**src/rtl/mem_bus_arbiter.sv**
```systemverilog
// Two-master round-robin arbiter for the picorv32 native memory bus.
// Grants are held until completion; a watchdog force-completes hung transactions.
module mem_bus_arbiter #(
    parameter int unsigned TIMEOUT_CYCLES = 256,
    parameter logic [31:0] TIMEOUT_RDATA  = 32'hDEADBEEF
) (
    input  logic        clk,
    input  logic        rstn,
    input  logic        m0_mem_valid,
    input  logic [31:0] m0_mem_addr,
    input  logic [31:0] m0_mem_wdata,
    input  logic [3:0]  m0_mem_wstrb,
    output logic        m0_mem_ready,
    output logic [31:0] m0_mem_rdata,
    input  logic        m1_mem_valid,
    input  logic [31:0] m1_mem_addr,
    input  logic [31:0] m1_mem_wdata,
    input  logic [3:0]  m1_mem_wstrb,
    output logic        m1_mem_ready,
    output logic [31:0] m1_mem_rdata,
    output logic        s_mem_valid,
    output logic [31:0] s_mem_addr,
    output logic [31:0] s_mem_wdata,
    output logic [3:0]  s_mem_wstrb,
    input  logic        s_mem_ready,
    input  logic [31:0] s_mem_rdata,
    output logic        grant,
    output logic        busy,
    output logic        timeout_irq,
    output logic [31:0] timeout_addr
);

    localparam int unsigned AW = 32;
    localparam int unsigned DW = 32;
    localparam int unsigned SW = 4;
    localparam int unsigned CW = 16;
    localparam bit          WDOG_EN = (TIMEOUT_CYCLES != 0);
    localparam logic [CW-1:0] WDOG_LAST = WDOG_EN ? CW'(TIMEOUT_CYCLES - 1) : '0;

    typedef struct packed {
        logic [AW-1:0] addr;
        logic [DW-1:0] wdata;
        logic [SW-1:0] wstrb;
    } bus_req_t;

    typedef enum logic {
        IDLE = 1'b0,
        BUSY = 1'b1
    } state_t;

    state_t        state, state_nxt;
    logic          grant_nxt;
    logic          last_grant, last_grant_nxt;
    logic [CW-1:0] wd_cnt, wd_cnt_nxt;
    logic [AW-1:0] timeout_addr_nxt;

    bus_req_t      m0_req, m1_req, gnt_req, s_req;
    logic          gnt_valid;
    logic          wd_expire;
    logic          done;
    logic [DW-1:0] done_rdata;

    assign m0_req    = {m0_mem_addr, m0_mem_wdata, m0_mem_wstrb};
    assign m1_req    = {m1_mem_addr, m1_mem_wdata, m1_mem_wstrb};
    assign gnt_req   = grant ? m1_req : m0_req;
    assign gnt_valid = grant ? m1_mem_valid : m0_mem_valid;
    assign wd_expire = WDOG_EN && (wd_cnt == WDOG_LAST);

    assign s_mem_addr  = s_req.addr;
    assign s_mem_wdata = s_req.wdata;
    assign s_mem_wstrb = s_req.wstrb;
    assign busy        = (state == BUSY);

    // State and bookkeeping registers
    always_ff @(posedge clk or negedge rstn) begin
        if (!rstn) begin
            state        <= IDLE;
            grant        <= 1'b0;
            last_grant   <= 1'b1;
            wd_cnt       <= '0;
            timeout_addr <= '0;
        end else begin
            state        <= state_nxt;
            grant        <= grant_nxt;
            last_grant   <= last_grant_nxt;
            wd_cnt       <= wd_cnt_nxt;
            timeout_addr <= timeout_addr_nxt;
        end
    end

    // Arbitration, transaction tracking and watchdog
    always_comb begin
        state_nxt        = state;
        grant_nxt        = grant;
        last_grant_nxt   = last_grant;
        wd_cnt_nxt       = wd_cnt;
        timeout_addr_nxt = timeout_addr;
        s_mem_valid      = 1'b0;
        s_req            = '0;
        timeout_irq      = 1'b0;
        done             = 1'b0;
        done_rdata       = s_mem_rdata;

        case (state)
            IDLE: begin
                if (m0_mem_valid || m1_mem_valid) begin
                    state_nxt  = BUSY;
                    wd_cnt_nxt = '0;
                    // On a tie the master that was not served last wins
                    grant_nxt  = (m0_mem_valid && m1_mem_valid) ? ~last_grant : m1_mem_valid;
                end
            end
            BUSY: begin
                s_req = gnt_req;
                if (!gnt_valid) begin
                    // Master withdrew its request: drop it silently
                    state_nxt = IDLE;
                end else if (s_mem_ready) begin
                    s_mem_valid    = 1'b1;
                    done           = 1'b1;
                    last_grant_nxt = grant;
                    state_nxt      = IDLE;
                end else if (wd_expire) begin
                    done             = 1'b1;
                    done_rdata       = TIMEOUT_RDATA;
                    timeout_irq      = 1'b1;
                    timeout_addr_nxt = gnt_req.addr;
                    last_grant_nxt   = grant;
                    state_nxt        = IDLE;
                end else begin
                    s_mem_valid = 1'b1;
                    wd_cnt_nxt  = wd_cnt + CW'(1);
                end
            end
            default: state_nxt = IDLE;
        endcase
    end

    // Completion strobe and read data steering
    always_comb begin
        m0_mem_ready = done && !grant;
        m1_mem_ready = done && grant;
        m0_mem_rdata = s_mem_rdata;
        m1_mem_rdata = s_mem_rdata;
        if (done && !grant) begin
            m0_mem_rdata = done_rdata;
        end
        if (done && grant) begin
            m1_mem_rdata = done_rdata;
        end
    end

endmodule

```
**config.mk**
```make
export PLATFORM = sky130hd
export DESIGN_NAME = mem_bus_arbiter
export DESIGN_NICKNAME = d
export VERILOG_FILES = /design/src/rtl/mem_bus_arbiter.sv
export SDC_FILE = /design/constraint.sdc
export NUM_CORES = 1
export LEC_CHECK = 0
export BUFFER_PORTS_ARGS = -buffer_cell sky130_fd_sc_hd__buf_2
export CAP_MARGIN = 5
export CORE_AREA = 3 3 133 135
export CTS_BUF_LIST = sky130_fd_sc_hd__clkbuf_2
export DETAILED_ROUTE_END_ITERATION = 6
export DIE_AREA = 0 0 136 138
export PLACE_DENSITY = 0.54
export SETUP_SLACK_MARGIN = 0.4
export SKIP_CTS_REPAIR_TIMING = 1
export SLEW_MARGIN = 15
export SYNTH_ARGS = -nofsm -noshare
export SYNTH_HDL_FRONTEND = slang
export SYNTH_SLANG_ARGS = --single-unit
```
**constraint.sdc**
```tcl
create_clock -name clk -period 4.8 [get_ports clk]
set_clock_uncertainty 0.1 [all_clocks]
set_input_delay 0.48 -clock clk [delete_from_list [all_inputs] [get_ports clk]]
set_output_delay 0.48 -clock clk [all_outputs]
set_load 0.05 [all_outputs]
```
==> insert_results.sql <==
INSERT INTO impl_metrics (metric_group, metric, value, unit) VALUES
('synth', 'synthTopCellsByArea', 'sky130_fd_sc_hd__dfrtp_1 33%, sky130_fd_sc_hd__mux2i_1 20%, sky130_fd_sc_hd__o31ai_1 8.0%', ''),
('power', 'p_total', '2560', 'µW'),
('cells_and_area', 'utilization', '0.348', ''),
('synth', 'post_synthesis_cell_count', '449', ''),
('detailed_routing', 'route.vias.total', '4405', ''),
('clock_network', 'root_driver', 'sky130_fd_sc_hd__clkbuf_2', ''),
('timing', 'worst-slew-pin-transition', '0.846', 'ns'),
('grt', 'grt_max_degree', '73', ''),
('clock_network', 'tritoncts', 'done', ''),
('grt', 'grtUsageMet3', '0.0407', ''),
('cells_and_area', 'layout.cells.non_filler', '989', ''),
('grt', 'grt_pass1_wl', '22.6', 'mm'),
('cells_and_area', 'nets', '939', ''),
('floorplan', 'coreArea', '16600', 'µm²'),
('grt', 'grt_antenna_before_repair', '3', ''),
('grt', 'number_of_global_route_vias_before_repair', '4110', ''),
('power', 'static-leakage-power', '0.00328', 'µW'),
('clock_network', 'ctsHtreeMaxLevel', '2', ''),
('power', 'vdd_drop_max', '0.000234', 'V'),
('placed_design', 'io_buffer_count', '342', ''),
('grt', 'grt.met1_usage', '0.180', ''),
('worst_setup_path', 'timing.critical_path.fanout_max', '32', ''),
('cells_and_area', 'drive_above_1_share', '0.493', ''),
('timing', 'grt_setup_unrepaired', 'false', ''),
('synth', 'netlist-cell-type-count', '44', ''),
('flow_run', 'number_of_max_cap_violations', '0', ''),
('power', 'combPwrFrac', '0.699', ''),
('worst_setup_path', 'worstPathRequired', '4.22', 'ns'),
('grt', 'globalRouteMet2Util', '0.266', ''),
('timing', 'fin_crit_sh', '0.731', ''),
('timing', 'hold_viol_final', '0', ''),
('clock_network', 'clockBufferDepth', '2', ''),
('detailed_routing', 'number_of_nets_still_failing_antenna_checks_after_routing', '0', ''),
('synth', 'syn-cell-area', '3830', 'µm²'),
('timing', 'max_freq', '285', 'MHz'),
('grt', 'global_route.overflow_total', '0', ''),
('floorplan', 'chipHeight', '138', 'µm'),
('power', 'internal-power', '1010', 'µW'),
('synth', 'synth_async_sr_flop_share', '1.00', ''),
('hold_path', 'worst_min_delay_path_class', 'primary input to flip-flop', ''),
('timing', 'setup-tns-final', '0', 'ns'),
('power', 'portion_of_total_power_attributed_to_the_clock_network', '0.094', ''),
('clock_network', 'clkSlewWorstSetupHoldPaths', '0.28', 'ns'),
('status', 'result_of_the_run', 'complete, no violations', ''),
('floorplan', 'rows', '47', ''),
('worst_setup_path', 'cp.arrival', '2.93', 'ns'),
('clock_network', 'cts_num_sinks', '51', ''),
('placed_design', 'place.gp.congestion', '0.796', ''),
('power', 'switching_share', '0.604', ''),
('worst_setup_path', 'worstSetupEndpointType', 'output pin', ''),
('floorplan', 'num_io_pins', '343', ''),
('floorplan', 'floorplan.die.width', '136', 'µm'),
('synth', 'synth_commonest_cells', '75 x sky130_fd_sc_hd__mux2i_1, 75 x sky130_fd_sc_hd__nor2_1, 50 x sky130_fd_sc_hd__dfrtp_1', ''),
('detailed_routing', 'routed_wirelength', '15.4', 'mm'),
('synth', 'synth_area_leader_cell', 'sky130_fd_sc_hd__dfrtp_1', ''),
('floorplan', 'design.die.area', '18800', 'µm²'),
('placed_design', 'hpwlAfterDp', '12.1', 'mm'),
('detailed_routing', 'remaining_routing_drc_violations', '0', ''),
('power', 'power.share.sequential', '0.207', ''),
('clock_network', 'clk-insertion-delay-late', '0.47', 'ns'),
('synth', 'yosys_synthesis_warning_count', '0', ''),
('power', 'switching_power', '1540', 'µW'),
('cells_and_area', 'synthToLayoutAreaGrowth', '50.6', '%'),
('grt', 'grt_most_used_layer', 'met2', ''),
('synth', 'synth_top_area_share', '0.327', ''),
('detailed_routing', 'route.detailed.vias_per_inst', '4.45', ''),
('grt', 'grt_use_total', '0.152', ''),
('timing', 'timing.final.max_slew_violations', '0', ''),
('worst_setup_path', 'timing.critical_path.from_type', 'flip-flop', ''),
('synth', 'syn-mean-instance-area', '8.53', 'µm²'),
('worst_setup_path', 'path_class', 'flip-flop to output pin', '');
stage by stage:
stage | cell area, µm² | setup slack, ns
after global routing | 5770 | 1.01
after detailed placement | 5680 | 1.81
after floorplan | 3830 | 2.06
final | 5770 | 1.29
after global placement | 5680 | 1.85
after CTS | 5750 | 1.18
critical path, cell delays in order, from the launching register on:
cell	delay [ns]
sky130_fd_sc_hd__dfrtp_1	0.49
sky130_fd_sc_hd__nor4_1	0.52
sky130_fd_sc_hd__and4_1	0.65
sky130_fd_sc_hd__nand3_1	0.13
sky130_fd_sc_hd__buf_4	0.26
sky130_fd_sc_hd__and2_1	0.19
sky130_fd_sc_hd__buf_2	0.20
power groups by stage:
stage | clock network, µW | registers, µW | logic, µW
after CTS | 260 | 533 | 1800
final | 241 | 530 | 1790
after detailed placement | 0 | 540 | 1800
after floorplan | 0 | 502 | 1410
after global routing | 274 | 539 | 1890
after global placement | 0 | 539 | 1800
cells by family after synthesis:
group           share of synthesized area
simple gates                        0.257
buf+inv                            0.0562
flops                               0.333
fa+ha+maj                         0.00327
compound gates                      0.151
mux                                 0.199
layout make-up:
class,count,area (µm²)
clock inverter,3,42.5
antenna,3,7.51
tap,220,275
sequential,51,1280
fill,1756,10800
multi-input combinational,354,2350
inverter,2,7.51
clock buffer,5,25.0
timing repair buffer,351,1780
cell usage in the layout, fill, tap and decap left out, drive strengths merged:
| master | count |
|---|---|
| a21o | 1 |
| a21oi | 6 |
| a31o | 1 |
| a32o | 1 |
| and2 | 8 |
| and3 | 3 |
| and4 | 2 |
| buf | 350 |
| bufinv | 1 |
| clkbuf | 5 |
| clkinv | 1 |
| dfrtp | 50 |
| dfstp | 1 |
| diode | 3 |
| dlygate4sd3 | 1 |
| ha | 1 |
| inv | 3 |
| mux2 | 1 |
| mux2i | 75 |
| nand2 | 12 |
| nand2b | 28 |
| nand3 | 8 |
| nand4 | 6 |
| nor2 | 75 |
| nor2b | 8 |
| nor3 | 2 |
| nor4 | 3 |
| o2111a | 1 |
| o21ai | 34 |
| o21bai | 1 |
| o311ai | 3 |
| o31ai | 41 |
| or2 | 24 |
| or3 | 1 |
| or4 | 8 |
path summary, 6_finish.rpt:
check	to	slack, ns	cells past startpoint	from
worst max-delay path	m1_mem_rdata[24]	1.29	6	wd_cnt[8]$_DFFE_PN0P_
worst min-delay path	grant$_DFFE_PN0P_	0.24	2	m1_mem_valid
worst max register to register	wd_cnt[14]$_DFFE_PN0P_	2.23	5	grant$_DFFE_PN0P_
worst min register to register	wd_cnt[7]$_DFFE_PN0P_	0.43	1	wd_cnt[7]$_DFFE_PN0P_
max in group asynchronous	grant$_DFFE_PN0P_	3.59	3	rstn
min in group asynchronous	wd_cnt[1]$_DFFE_PN0P_	0.51	3	rstn
registers in the layout (all words and copies together) (netlist names):
| register | cells |
|---|---|
| wd_cnt | 16 |
| grant | 1 |
| last_grant | 1 |
| busy | 1 |
| timeout_addr | 32 |
routing by layer:
layer / wire length [µm] / vias to the layer above
met2: 7530 / 221
met1: 6130 / 1945
met4: 265 / 0
met3: 1430 / 13
met5: 0 / -
li1: - / 2226
Note: power is estimated with default switching activity, not from simulation.
